## src/rtl/reg_file_multiport.sv

```systemverilog
// Operand register file: one handshaked write port, two registered read ports, and a bulk-clear engine that zeroes one entry per cycle.
// Latency: reads return data one cycle after rdN_en. Writes and clears update storage and reg_flat on the same edge.
// Backpressure: wr_ready drops while the clear engine is busy. Define REGFILE_BYPASS_EN to forward same-edge writes to the read ports.
module reg_file_multiport #(
    parameter int  DATA_W = 8,
    parameter int  DEPTH  = 4,
    localparam int ADDR_W = $clog2(DEPTH)
) (
    input  logic                    clk,
    input  logic                    reset_n,
    input  logic                    wr_valid,
    output logic                    wr_ready,
    input  logic [ADDR_W-1:0]       wr_addr,
    input  logic [DATA_W-1:0]       wr_data,
    output logic                    wr_err,
    input  logic                    rd0_en,
    input  logic [ADDR_W-1:0]       rd0_addr,
    output logic [DATA_W-1:0]       rd0_data,
    input  logic                    rd1_en,
    input  logic [ADDR_W-1:0]       rd1_addr,
    output logic [DATA_W-1:0]       rd1_data,
    input  logic                    clr_req,
    output logic                    busy,
    output logic                    clr_done,
    output logic [DATA_W*DEPTH-1:0] reg_flat
);

    typedef enum logic [1:0] {IDLE, CLEAR, DONE} state_t;

    state_t              state_q, state_d;
    logic [ADDR_W-1:0]   idx_q, idx_d;
    logic [DATA_W-1:0]   mem_q [DEPTH];
    logic [DATA_W-1:0]   mem_d [DEPTH];
    logic [DATA_W-1:0]   rd0_q, rd0_d;
    logic [DATA_W-1:0]   rd1_q, rd1_d;
    logic                wr_err_q, wr_err_d;
    logic                wr_acc;
    logic                wr_in_range;

    assign wr_ready    = (state_q == IDLE);
    assign busy        = (state_q != IDLE);
    assign clr_done    = (state_q == DONE);
    assign wr_err      = wr_err_q;
    assign rd0_data    = rd0_q;
    assign rd1_data    = rd1_q;
    assign wr_acc      = wr_valid && wr_ready;
    assign wr_in_range = (32'(wr_addr) < DEPTH);

    // Out-of-range addresses read as zero rather than aliasing another entry.
    function automatic logic [DATA_W-1:0] rd_lookup(input logic [ADDR_W-1:0] addr);
        logic [DATA_W-1:0] v;
        v = '0;
        for (int i = 0; i < DEPTH; i++) begin
            if (32'(addr) == i) v = mem_q[i];
        end
`ifdef REGFILE_BYPASS_EN
        if (wr_acc && wr_in_range && (addr == wr_addr)) v = wr_data;
`endif
        return v;
    endfunction

    always_comb begin
        state_d  = state_q;
        idx_d    = idx_q;
        mem_d    = mem_q;
        rd0_d    = rd0_q;
        rd1_d    = rd1_q;
        wr_err_d = 1'b0;

        if (wr_acc) begin
            if (wr_in_range) begin
                for (int i = 0; i < DEPTH; i++) begin
                    if (32'(wr_addr) == i) mem_d[i] = wr_data;
                end
            end else begin
                wr_err_d = 1'b1;
            end
        end

        if (rd0_en) rd0_d = rd_lookup(rd0_addr);
        if (rd1_en) rd1_d = rd_lookup(rd1_addr);

        // A write accepted together with clr_req still commits; the walk then zeroes it.
        case (state_q)
            IDLE: begin
                if (clr_req) begin
                    state_d = CLEAR;
                    idx_d   = '0;
                end
            end
            CLEAR: begin
                for (int i = 0; i < DEPTH; i++) begin
                    if (32'(idx_q) == i) mem_d[i] = '0;
                end
                if (32'(idx_q) == DEPTH - 1) begin
                    state_d = DONE;
                end else begin
                    idx_d = idx_q + ADDR_W'(1);
                end
            end
            DONE:    state_d = IDLE;
            default: state_d = IDLE;
        endcase
    end

    always_ff @(posedge clk or negedge reset_n) begin
        if (!reset_n) begin
            state_q  <= IDLE;
            idx_q    <= '0;
            rd0_q    <= '0;
            rd1_q    <= '0;
            wr_err_q <= 1'b0;
            for (int i = 0; i < DEPTH; i++) mem_q[i] <= '0;
        end else begin
            state_q  <= state_d;
            idx_q    <= idx_d;
            rd0_q    <= rd0_d;
            rd1_q    <= rd1_d;
            wr_err_q <= wr_err_d;
            for (int i = 0; i < DEPTH; i++) mem_q[i] <= mem_d[i];
        end
    end

    always_comb begin
        reg_flat = '0;
        for (int i = 0; i < DEPTH; i++) reg_flat[i*DATA_W +: DATA_W] = mem_q[i];
    end

endmodule

```

## config.mk

```make
export PLATFORM = sky130hd
export DESIGN_NAME = reg_file_multiport
export DESIGN_NICKNAME = d
export VERILOG_FILES = /design/src/rtl/reg_file_multiport.sv
export SDC_FILE = /design/constraint.sdc
export NUM_CORES = 1
export LEC_CHECK = 0
export CAP_MARGIN = 20
export CORE_ASPECT_RATIO = 2
export CORE_UTILIZATION = 44
export DETAILED_ROUTE_END_ITERATION = 7
export GPL_TIMING_DRIVEN = 0
export PLACE_DENSITY = 0.76
export SYNTH_ARGS = -nofsm -noshare
export SYNTH_HDL_FRONTEND = slang
export SYNTH_SLANG_ARGS = --single-unit
```

## constraint.sdc

```tcl
create_clock -name clk -period 1.6 [get_ports clk]
set_input_delay 0.4 -clock clk [delete_from_list [all_inputs] [get_ports clk]]
set_output_delay 0.4 -clock clk [all_outputs]
set_load 0.05 [all_outputs]
```

==> results by group <==
Routing
  • Vias per cell: 6.011
  • Post-DRT Antenna Nets: 0
  • Vias: 2,218
  • Residual DRC: 5
  • Pre-antenna DRT Iters: 6
  • DR iter-0 viols: 66
  • Routed wire length: 7259 um
  • Post-DR wirelength/cell: 19.67 um

Pwr
  • Power share of the sequential group: 29.4%
  • Switch Pwr: 3873 uW
  • Cell-internal power: 4237 uW
  • Net Sw Frac: 47.76%
  • Maximum vdd drop: 0.001329 V
  • Part of the power in combinational logic: 55.7%
  • Clk pwr share: 14.9%
  • LEAKAGE: 0.001705 uW
  • Pwr Density: 2123 nW/um2
  • Tot Pwr: 8111 uW

STA
  • Fin crit period: 1.716 ns
  • Period utilization: 107.3%
  • RSZ-0062 raised after global routing: true
  • Final worst slack: -0.1160 ns
  • Slew Viols, Final: 0
  • Fmax: 582.7 MHz
  • Hold Fails Final Rpt: 0
  • Setup violators final: 17
  • Fin Clk Skew: 0.004870 ns
  • Max-slew headroom: 58.37%
  • Worst slew pin tran: 0.6244 ns

Setup path
  • Crit-path max FO: 4
  • Crit-path leading delay family: flip-flops
  • CP Capture Type: output port
  • Crit path kind: reg2out
  • CP bufs+invs: 3
  • Crit-path max cell delay: 0.43 ns
  • Cell count of the worst reg-to-reg path: 6
  • RR Endpoint: reg_flat[6]$_DFF_PN0_
  • Slowest stage cell, crit path: dfrtp_1
  • CP Cell Sequence: buf_6 > or2_4 > clkinvlp_4 > buf_8
  • Critical Path RT: 1.20 ns
  • Critical Path AT: 1.32 ns
  • Flop2flop setup slack: -0.09 ns
  • Crit path launch type: register
  • Reg2reg start: state_q[0]$_DFFE_PN0P_

Global route
  • Initial antenna violation count: 0
  • Remaining Overflow, GRT: 0
  • All-Layer GR Usage: 24.36%
  • Largest net degree at the start of global routing: 28
  • Vias in the first global route: 2,341
  • First-pass GRT wire length: 11,830 um

CTS
  • Clock tree sinks: 52
  • CTS tree: yes
  • Total CTS buffers: 5
  • CTS root buf: clkbuf_16
  • H-tree levels: 2
  • Worst-Skew Late Latency: 0.29 ns
  • CTS Hold Bufs: 0
  • Clk pin slew, worst setup/hold paths: 0.07 ns
  • Clock tree buffer depth: 2

Synthesis
  • Synthesis Warnings: 0
  • Yosys top cell area share: 47.68%
  • Synth top area cells: dfrtp_1 (48%), mux4_2 (13%), mux2_2 (7.0%), o211ai_1 (3.9%), o31ai_2 (3.7%)
  • Simple-gate portion of the synthesized area: 9.491%
  • FF+latch count, synth: 52
  • Post-synth net total: 247
  • Area leader, netlist: dfrtp_1
  • Post-synth ARST share: 100.0%
  • Synth Area per Inst: 12.24 um2
  • EDFF count, synth: 0
  • Mux cell area share after synthesis: 20.59%
  • Post-synth cell types: 31
  • Compound-Gate Fraction of Synth Area: 14.81%
  • Top-count cell post-synth: dfrtp_1
  • Cells after Synth: 223
  • Post-synthesis adder-cell area fraction: 1.834%
  • Top FF cell, synth: dfrtp_1
  • Largest family of logic cells by synthesized area: multiplexers
  • Sequential area share after synthesis: 47.68%
  • Synth top cells by count: dfrtp_1 (52), mux2_2 (17), mux4_2 (16), nand2_1 (16), o21ai_0 (16)
  • XOR/XNOR Fraction of Synth Area: 0%
  • Syn Std Cell Area: 2729 um2

Floorplanning
  • Die Area: 6540 um2
  • Core Rows: 40
  • Core area: 6006 um2
  • Die W: 57.69 um
  • Starting Density: 45.44%
  • Top-level I/O count: 72
  • Die Y: 113.4 um

Final layout
  • Area of the multi-input gates: 1290 um2
  • FF/Latch Area: 1301 um2
  • # fillers: 482
  • Non-filler cells, final: 369
  • Antenna cell count: 0
  • Area growth syn-to-layout: 39.98%
  • Share of layout cells above drive strength 1: 38.56%
  • End-of-flow core utilization: 63.60%
  • Final net count: 329

Place
  • GPL Wtd Cong: 0.8570
  • Placed insts: 351
  • Count of input and output buffers: 64
  • Post-DP HPWL: 5440 um

Status
  • Status: finished, violations left
  • Failing checks: design-rule violations, negative setup slack

Flow run
  • Max-cap violations: 0

Hold path
  • Worst min path class: in2async
==> cells in the final DEF (no fill, tap or decap), types with 12 or more instances in the layout <==
cell type	netlist	final
o21ai_0	16	14
dfrtp_1	52	52
o211ai_1	14	14
inv_1	13	12
mux2_2	17	17
nand2_1	16	16
nand3_1	15	15
mux4_2	16	16
clkdlybuf4s15_2	0	30
==> cell type report <==
type / count / share of cell area (%)
Sequential cell: 52 / 34.06
Multi-Input combinational cell: 137 / 33.77
Timing Repair Buffer: 76 / 20.60
Buffer: 20 / 3.832
Clock buffer: 6 / 3.374
Tap cell: 63 / 2.064
Inverter: 13 / 1.376
Clock inverter: 2 / 0.9171
==> cells by family after synthesis <==
family	count (synthesis)
AO/OA/AOI/OAI	52
adder cells (fa/ha/maj)	4
buffers and inverters	34
flip-flops	52
multiplexers	34
other	1
AND/OR/NAND/NOR	46
==> timing repair <==
item                                    CTS  global route
gates resized for setup                 152            24
pin swaps                                 1             3
buffers inserted                          6             4
endpoints found under the setup margin   78            43
cloned                                    1             0
==> worst max-delay path by stage <==
stage	end	cells past startpoint	from
floorplan	wr_ready	3	state_q[0]$_DFFE_PN0P_
global placement	rd0_data[6]$_DFFE_PN0P_	1	reset_n
detailed placement	wr_ready	4	state_q[0]$_DFFE_PN0P_
CTS	wr_ready	4	state_q[1]$_DFFE_PN0P_
global route	wr_ready	4	state_q[1]$_DFFE_PN0P_
finish	wr_ready	4	state_q[1]$_DFFE_PN0P_
==> routing by layer <==
metal / share of wire [%] / GRT usage [%]
met2: 60 / 46.36
met4: 2.7 / 13.17
met3: 4.1 / 3.628
met1: 33 / 24.25
met5: 0 / 0
==> sequential cells by signal (all words and copies together) (netlist names) <==
signal,cells
state_q,2
rd0_data,8
reg_flat,32
rd1_data,8
idx_q,2
==> power by group through the flow <==
stage | logic, uW | registers (uW) | clock network (uW)
5_1_grt | 4740 | 2450 | 1270
6_report | 4520 | 2390 | 1210
4_1_cts | 4430 | 2380 | 1220
3_5_place_dp | 4430 | 2410 | 0
2_1_floorplan | 1320 | 3980 | 0
3_3_place_gp | 4360 | 2380 | 0
==> stage by stage <==
| step | TNS (ns) | area (um2) | hold WS (ns) | setup WS, ns |
|---|---|---|---|---|
| floorplan | -0.06766 | 2735 | 0.1044 | -0.06766 |
| global placement | -88.54 | 3455 | 0.4897 | -1.427 |
| detailed placement | -15.96 | 3470 | 0.4495 | -0.5962 |
| CTS | -0.3915 | 3776 | 0.1362 | -0.1057 |
| global route | -1.764 | 3820 | 0.1584 | -0.1662 |
| finish | -0.5186 | 3820 | 0.1179 | -0.1160 |
Note: power is estimated with default switching activity, not from simulation.
